--- src/rtl/freq_monitor_pkg.sv ---
// -----------------------------------------------------------------------------
// freq_monitor_pkg
//   Shared types and limits for the multi-channel frequency monitor.
//   - fm_state_t        : measurement sequencer states
//   - FM_SYNC_STAGE_MIN : smallest usable synchroniser depth
//   - FM_NUM_CH_MAX     : largest supported channel count
// -----------------------------------------------------------------------------
package freq_monitor_pkg;

  typedef enum logic [1:0] {
    FM_IDLE  = 2'd0,
    FM_ARM   = 2'd1,
    FM_COUNT = 2'd2,
    FM_EVAL  = 2'd3
  } fm_state_t;

  localparam int unsigned FM_SYNC_STAGE_MIN = 2;
  localparam int unsigned FM_NUM_CH_MAX     = 16;

endpackage

--- src/rtl/freq_monitor_ch.sv ---
// -----------------------------------------------------------------------------
// freq_monitor_ch
//   One monitored channel: synchronises the asynchronous toggle input, turns
//   each toggle transition into a one-cycle event, counts events while
//   count_en is high (saturating at all-ones), and on eval compares the count
//   with the thresholds captured at the last clear.
//
// Ports
//   clk, reset_n : reference clock, synchronous active-low reset
//   toggle       : asynchronous divide-by-2 signal from the monitored domain
//   clear        : zero the counter / sat bit and snapshot thr_lo, thr_hi
//   count_en     : count events this cycle
//   eval         : register count and comparison results
//   thr_lo/hi    : live thresholds (only sampled on clear)
//   count        : last evaluated event count
//   ge_lo, le_hi : count >= thr_lo, count <= thr_hi (unsigned)
//   in_range     : ge_lo && le_hi
//   sat          : counter reached all-ones during the evaluated window
// -----------------------------------------------------------------------------
module freq_monitor_ch #(
  parameter int unsigned DATA_WIDTH = 32,
  parameter int unsigned SYNC_STAGE = 3
) (
  input  logic                  clk,
  input  logic                  reset_n,
  input  logic                  toggle,
  input  logic                  clear,
  input  logic                  count_en,
  input  logic                  eval,
  input  logic [DATA_WIDTH-1:0] thr_lo,
  input  logic [DATA_WIDTH-1:0] thr_hi,
  output logic [DATA_WIDTH-1:0] count,
  output logic                  ge_lo,
  output logic                  le_hi,
  output logic                  in_range,
  output logic                  sat
);

  localparam logic [DATA_WIDTH-1:0] ONE = DATA_WIDTH'(1);

  logic [SYNC_STAGE-1:0] sync_q;
  logic                  prev_q;
  logic                  evt;

  logic [DATA_WIDTH-1:0] cnt_q;
  logic [DATA_WIDTH-1:0] cnt_inc;
  logic                  sat_q;
  logic [DATA_WIDTH-1:0] thr_lo_q;
  logic [DATA_WIDTH-1:0] thr_hi_q;
  logic                  ge_now;
  logic                  le_now;

  // Synchroniser and previous-value register run unconditionally and carry
  // no reset; any spurious event after reset falls into IDLE and is ignored.
  always_ff @(posedge clk) begin
    sync_q <= {sync_q[SYNC_STAGE-2:0], toggle};
    prev_q <= sync_q[SYNC_STAGE-1];
  end

  // Each transition of the synchronised toggle marks one monitored rising edge.
  assign evt     = sync_q[SYNC_STAGE-1] ^ prev_q;
  assign cnt_inc = cnt_q + ONE;

  always_ff @(posedge clk) begin
    if (!reset_n) begin
      cnt_q    <= '0;
      sat_q    <= 1'b0;
      thr_lo_q <= '0;
      thr_hi_q <= '0;
    end else if (clear) begin
      cnt_q    <= '0;
      sat_q    <= 1'b0;
      thr_lo_q <= thr_lo;
      thr_hi_q <= thr_hi;
    end else if (count_en && evt && (cnt_q != '1)) begin
      cnt_q <= cnt_inc;
      // Reaching all-ones means the true count may exceed what is reported.
      if (&cnt_inc) begin
        sat_q <= 1'b1;
      end
    end
  end

  assign ge_now = (cnt_q >= thr_lo_q);
  assign le_now = (cnt_q <= thr_hi_q);

  always_ff @(posedge clk) begin
    if (!reset_n) begin
      count    <= '0;
      ge_lo    <= 1'b0;
      le_hi    <= 1'b0;
      in_range <= 1'b0;
      sat      <= 1'b0;
    end else if (eval) begin
      count    <= cnt_q;
      ge_lo    <= ge_now;
      le_hi    <= le_now;
      in_range <= ge_now & le_now;
      sat      <= sat_q;
    end
  end

endmodule

--- src/rtl/freq_monitor.sv ---
// -----------------------------------------------------------------------------
// freq_monitor
//   Multi-channel frequency monitor. Counts toggle transitions of NUM_CH
//   asynchronous clocks over a programmable window of reference cycles and
//   flags each channel as inside or outside its [thr_lo, thr_hi] range.
//   Sequencer: IDLE -> ARM (1 cycle) -> COUNT (max(window,1) cycles)
//   -> EVAL (1 cycle) -> ARM (continuous) or IDLE.
//
// Ports
//   clk, reset_n : reference clock, synchronous active-low reset
//   ch_toggle    : per-channel asynchronous toggle inputs
//   start        : begin a measurement (IDLE only)
//   stop         : abort (any non-IDLE state); no done, results untouched
//   continuous   : re-arm after EVAL (sampled in EVAL)
//   window       : window length in clk cycles, 0 behaves as 1
//   thr_lo/hi    : per-channel inclusive bounds, channel n at [n*DW +: DW]
//   busy         : measurement in progress (ARM/COUNT/EVAL)
//   done         : one-cycle pulse, new results valid
//   count        : per-channel last completed count, channel n at [n*DW +: DW]
//   ge_lo, le_hi, in_range, sat : per-channel result flags
// -----------------------------------------------------------------------------
module freq_monitor
  import freq_monitor_pkg::*;
#(
  parameter int unsigned NUM_CH     = 4,
  parameter int unsigned DATA_WIDTH = 32,
  parameter int unsigned SYNC_STAGE = 3
) (
  input  logic                         clk,
  input  logic                         reset_n,
  input  logic [NUM_CH-1:0]            ch_toggle,
  input  logic                         start,
  input  logic                         stop,
  input  logic                         continuous,
  input  logic [DATA_WIDTH-1:0]        window,
  input  logic [NUM_CH*DATA_WIDTH-1:0] thr_lo,
  input  logic [NUM_CH*DATA_WIDTH-1:0] thr_hi,
  output logic                         busy,
  output logic                         done,
  output logic [NUM_CH*DATA_WIDTH-1:0] count,
  output logic [NUM_CH-1:0]            ge_lo,
  output logic [NUM_CH-1:0]            le_hi,
  output logic [NUM_CH-1:0]            in_range,
  output logic [NUM_CH-1:0]            sat
);

  localparam int unsigned SYNC_N =
    (SYNC_STAGE < FM_SYNC_STAGE_MIN) ? FM_SYNC_STAGE_MIN : SYNC_STAGE;
  localparam logic [DATA_WIDTH-1:0] ONE = DATA_WIDTH'(1);

  fm_state_t             state_q;
  fm_state_t             state_d;
  logic [DATA_WIDTH-1:0] rem_q;
  logic                  last_cycle;
  logic                  clear;
  logic                  count_en;
  logic                  eval_en;

  // Remaining COUNT cycles, loaded in ARM; COUNT ends when it reads one.
  assign last_cycle = (rem_q == ONE);

  always_ff @(posedge clk) begin
    if (!reset_n) begin
      state_q <= FM_IDLE;
    end else begin
      state_q <= state_d;
    end
  end

  always_comb begin
    state_d = state_q;
    unique case (state_q)
      FM_IDLE:  if (start && !stop) state_d = FM_ARM;
      FM_ARM:   state_d = stop ? FM_IDLE : FM_COUNT;
      FM_COUNT: begin
        if (stop)            state_d = FM_IDLE;
        else if (last_cycle) state_d = FM_EVAL;
      end
      FM_EVAL: begin
        if (stop)            state_d = FM_IDLE;
        else if (continuous) state_d = FM_ARM;
        else                 state_d = FM_IDLE;
      end
      default:  state_d = FM_IDLE;
    endcase
  end

  always_comb begin
    busy     = (state_q != FM_IDLE);
    clear    = (state_q == FM_ARM);
    count_en = (state_q == FM_COUNT);
    // An abort in EVAL must leave the previous results and suppress done.
    eval_en  = (state_q == FM_EVAL) && !stop;
  end

  always_ff @(posedge clk) begin
    if (!reset_n) begin
      rem_q <= '0;
    end else if (state_q == FM_ARM) begin
      rem_q <= (window == '0) ? ONE : window;
    end else if (state_q == FM_COUNT) begin
      rem_q <= rem_q - ONE;
    end
  end

  always_ff @(posedge clk) begin
    if (!reset_n) begin
      done <= 1'b0;
    end else begin
      done <= eval_en;
    end
  end

  for (genvar g = 0; g < NUM_CH; g++) begin : g_ch
    freq_monitor_ch #(
      .DATA_WIDTH (DATA_WIDTH),
      .SYNC_STAGE (SYNC_N)
    ) u_ch (
      .clk      (clk),
      .reset_n  (reset_n),
      .toggle   (ch_toggle[g]),
      .clear    (clear),
      .count_en (count_en),
      .eval     (eval_en),
      .thr_lo   (thr_lo[g*DATA_WIDTH +: DATA_WIDTH]),
      .thr_hi   (thr_hi[g*DATA_WIDTH +: DATA_WIDTH]),
      .count    (count[g*DATA_WIDTH +: DATA_WIDTH]),
      .ge_lo    (ge_lo[g]),
      .le_hi    (le_hi[g]),
      .in_range (in_range[g]),
      .sat      (sat[g])
    );
  end

endmodule

--- config.mk ---
export PLATFORM = sky130hd
export DESIGN_NAME = freq_monitor
export DESIGN_NICKNAME = d
export VERILOG_FILES = /design/src/rtl/freq_monitor_pkg.sv /design/src/rtl/freq_monitor_ch.sv /design/src/rtl/freq_monitor.sv
export SDC_FILE = /design/constraint.sdc
export NUM_CORES = 2
export LEC_CHECK = 0
export CAP_MARGIN = 10
export CORE_MARGIN = 3
export CORE_UTILIZATION = 60
export CTS_CLUSTER_SIZE = 8
export DETAILED_ROUTE_END_ITERATION = 12
export MAX_ROUTING_LAYER = met4
export PLACE_DENSITY = 0.87
export SYNTH_ARGS = -nofsm -noshare
export SYNTH_HDL_FRONTEND = slang
export SYNTH_HIERARCHICAL = 1
export SYNTH_SLANG_ARGS = --single-unit
--- constraint.sdc ---
create_clock -name clk -period 4.3 [get_ports clk]
set_input_delay 0.645 -clock clk [delete_from_list [all_inputs] [get_ports clk]]
set_output_delay 0.645 -clock clk [all_outputs]
set_load 0.1 [all_outputs]
==> impl_metrics.py <==
metrics = {
    "finish": {
        "syn_to_final_growth_pct": 22.6,
        "multi_input_area_um2": 17500,
        "regArea_um2": 11700,
        "fin_nets": 4397,
        "drive_above_1_share": 0.0469,
        "final.fill_count": 3454,
    },
    "logic_synthesis": {
        "syn_area_per_cell_um2": 9.02,
        "yosys.area_share.xor_xnor": 0.0370,
        "async_reset_ff_frac": 0,
        "synth-compound-area-share": 0.0847,
        "synthFlopType": "dfxtp_1",
        "synthSimpleGateAreaFrac": 0.205,
        "ys_seq_elements": 583,
        "yosys_warnings": 6,
        "syn_nets": 4008,
        "synth_edf_count": 0,
        "synthDistinctLibCells": 87,
        "syn_area_um2": 31000,
        "synth-seq-area-share": 0.376,
        "synth_top_family_by_area": "simple AND/OR/NAND/NOR gates",
        "synth.area.mux_share": 0.129,
        "syn_inst": 3440,
        "synthAdderAreaFrac": 0.109,
    },
    "timing": {
        "fin_worst_skew_ps": 20.0,
        "fin_crit_ps": 3270,
        "rsz0062_at_grt": "false",
        "timing.fmax_mhz": 306,
        "final_hold_viol_count": 0,
        "min_period_over_period": 0.760,
        "finalSetupTns_ps": 0,
        "setup_viol": 0,
        "tightest_slew_ps": 1130,
        "slew_headroom": 0.245,
        "final_max_slew_viol_count": 0,
    },
    "clock_tree": {
        "cts_root_buf": "clkbuf_16",
        "clk_pin_slew_ps": 50,
        "htree_levels": 3,
        "cts_hold_buf": 0,
        "post_cts_buffers": 0,
        "clk-insertion-delay-late_ps": 620,
        "clock_sinks": 583,
        "numCtsBuffers": 82,
        "cts_resized": 0,
        "cts_tree": "yes",
        "clockBufferDepth": 3,
    },
    "routing": {
        "num_vias": 26373,
        "drt_pass1_iterations": 11,
        "ant_nets": 0,
        "drc_errors": 0,
        "totalWireLength_um": 86500,
        "via_per_inst": 5.85,
        "wl_per_cell_um": 19.2,
        "drt-initial-drc-count": 2063,
    },
    "floorplan": {
        "ioPinCount": 443,
        "initial_core_util": 0.613,
        "die_w_um": 233,
        "row_count": 82,
        "die_h_um": 233,
        "dieArea_um2": 54500,
        "core_um2": 50600,
    },
    "placement": {
        "routabilityCongestion": 0.942,
        "dp_hpwl_um": 60900,
        "port_buffers": 442,
    },
    "critical_path": {
        "path_max_fanout": 4,
        "cp.required_ps": 3650,
        "crit_family": "buffers and inverters",
        "path_class": "reg2out",
        "critPathMaxStageDelay_ps": 1120,
        "cpMostUsedCell": "inv_1",
        "path_buf_inv": 3,
        "cp_cell_sequence": "inv_1, ha_1, inv_1, clkdlybuf4s50_1",
        "end_kind": "output pin",
        "worst_ep_arrival_time_ps": 2620,
        "start_kind": "register",
        "cpMaxStageDelayCell": "clkdlybuf4s50_1",
    },
    "grt": {
        "grt_max_degree": 113,
        "grt_pass1_vias": 26103,
        "antenna_found_initial": 5,
        "grt_overflow": 0,
        "track_usage": 0.316,
        "grt_pass1_wl_um": 135000,
    },
    "run": {
        "drv_cap": 0,
    },
    "outcome": {
        "outcome": "complete, no violations",
    },
    "worst_hold_path": {
        "min_path_type": "reg2reg",
    },
    "power": {
        "p_leak_nw": 14.2,
        "peakVddDrop_mv": 0.471,
        "finalPower_mw": 16.5,
        "p_per_area_nw_per_um2": 433,
    },
}
## sequential cells by signal (all words and copies together), names as in the netlist
name,count
g_ch.u_ch/count,128
g_ch.u_ch/in_range,4
g_ch.u_ch/ge_lo,4
g_ch.u_ch/sat_q,4
g_ch.u_ch/thr_hi_q,128
g_ch.u_ch/thr_lo_q,128
done,1
g_ch.u_ch/le_hi,4
g_ch.u_ch/prev_q,4
state_q,2
rem_q,32
g_ch.u_ch/cnt_q,128
g_ch.u_ch/sync_q,12
g_ch.u_ch/sat,4
## kinds of logic (layout without fill, tap and decap cells)
family / Yosys count / after routing
other cells: 0 / 5
fa+ha+maj: 271 / 271
simple gates: 1198 / 1198
buf+inv: 459 / 854
xor+xnor: 131 / 131
mux: 399 / 399
flops: 583 / 583
compound gates: 399 / 399
## layer usage
metal | vias to the layer above | share of wire | GRT usage
met4 | 0 | 0.047 | 0.146
li1 | 12627 | - | -
met3 | 272 | 0.065 | 0.0541
met2 | 1019 | 0.48 | 0.518
met1 | 12455 | 0.41 | 0.381
met5 | - | 0 | -
## per-stage QoR
step	hold WS (ps)	util	setup slack [ps]	std cells	area (µm²)
detailed placement	314	0.709	1300	4417	35900
global placement	312	0.709	1400	4417	35900
global route	332	0.752	980	4511	38000
CTS	329	0.752	1030	4507	38000
floorplan	310	-	1980	3440	31000
finish	324	0.752	1030	4512	38000
## worst paths after layout
path	cells after the start	startpoint	slack, ps	to
max reg2reg	8	g_ch[1].u_ch/cnt_q[1]$_SDFFE_PP0P_	1180	g_ch[1].u_ch/cnt_q[15]$_SDFFE_PP0P_
min reg2reg	0	g_ch[3].u_ch/sync_q[0]$_DFF_P_	320	g_ch[3].u_ch/sync_q[1]$_DFF_P_
max	4	state_q[0]$_SDFFE_PN0P_	1030	busy
min	0	g_ch[3].u_ch/sync_q[0]$_DFF_P_	320	g_ch[3].u_ch/sync_q[1]$_DFF_P_
## cell usage after synthesis, drive strengths merged (23+ instances only)
library cell    n  area (µm²)
nor2b         211        1320
and3           31         214
a21oi         109         546
dfxtp         583       11700
o21ai         106         531
mux2i         398        3980
buf            41         258
a211oi         34         255
nor4           36         337
nand4          77         548
nor3           34         175
nand3          80         450
nor2          412        1550
clkbuf        120         454
nand2b         26         163
xnor2          63         552
o211ai         23         173
ha            271        3390
xor2           68         596
and4           33         310
inv           298        1120
nand2         184         698
## final cells by class
cell class,count,share of cell area
antenna,5,0.000329
multi-input combinational,2398,0.461
tap,672,0.0221
inverter,298,0.0294
timing repair buffer,466,0.123
clock inverter,5,0.00174
sequential,583,0.307
clock buffer,85,0.0554
## placed cells by master, fill, tap and decap left out, types with 7 or more instances in the layout
| cell type | Yosys | layout |
|---|---|---|
| a211oi_1 | 34 | 34 |
| a21o_1 | 11 | 11 |
| a21oi_1 | 109 | 109 |
| a221o_1 | 7 | 7 |
| a221oi_1 | 8 | 8 |
| a31oi_1 | 16 | 16 |
| a32oi_1 | 11 | 11 |
| and3_1 | 27 | 27 |
| and4_1 | 24 | 24 |
| and4_4 | 8 | 8 |
| buf_4 | 8 | 18 |
| clkbuf_16 | 0 | 84 |
| clkdlybuf4s50_1 | 0 | 441 |
| dfxtp_1 | 583 | 583 |
| ha_1 | 271 | 270 |
| inv_1 | 296 | 296 |
| mux2i_1 | 398 | 398 |
| nand2_1 | 181 | 181 |
| nand2b_1 | 26 | 26 |
| nand3_1 | 73 | 73 |
| nand3b_1 | 8 | 8 |
| nand4_1 | 72 | 72 |
| nand4b_1 | 9 | 9 |
| nor2_1 | 412 | 412 |
| nor2b_1 | 211 | 210 |
| nor3_1 | 33 | 33 |
| nor4_1 | 28 | 27 |
| nor4_4 | 7 | 7 |
| o211ai_1 | 23 | 23 |
| o21a_1 | 10 | 10 |
| o21ai_0 | 103 | 103 |
| o22ai_1 | 8 | 8 |
| o31ai_1 | 9 | 9 |
| or3_1 | 9 | 9 |
| or4_1 | 11 | 11 |
| xnor2_1 | 63 | 63 |
| xor2_1 | 68 | 68 |
## power by group
part / leakage (nW) / internal, mW / switching, mW
Sequential: 4.74 / 5.95 / 0.381
Clock: 1.07 / 3.42 / 2.27
Combinational: 8.41 / 1.93 / 2.53
Power figures use the tool's default switching activity.
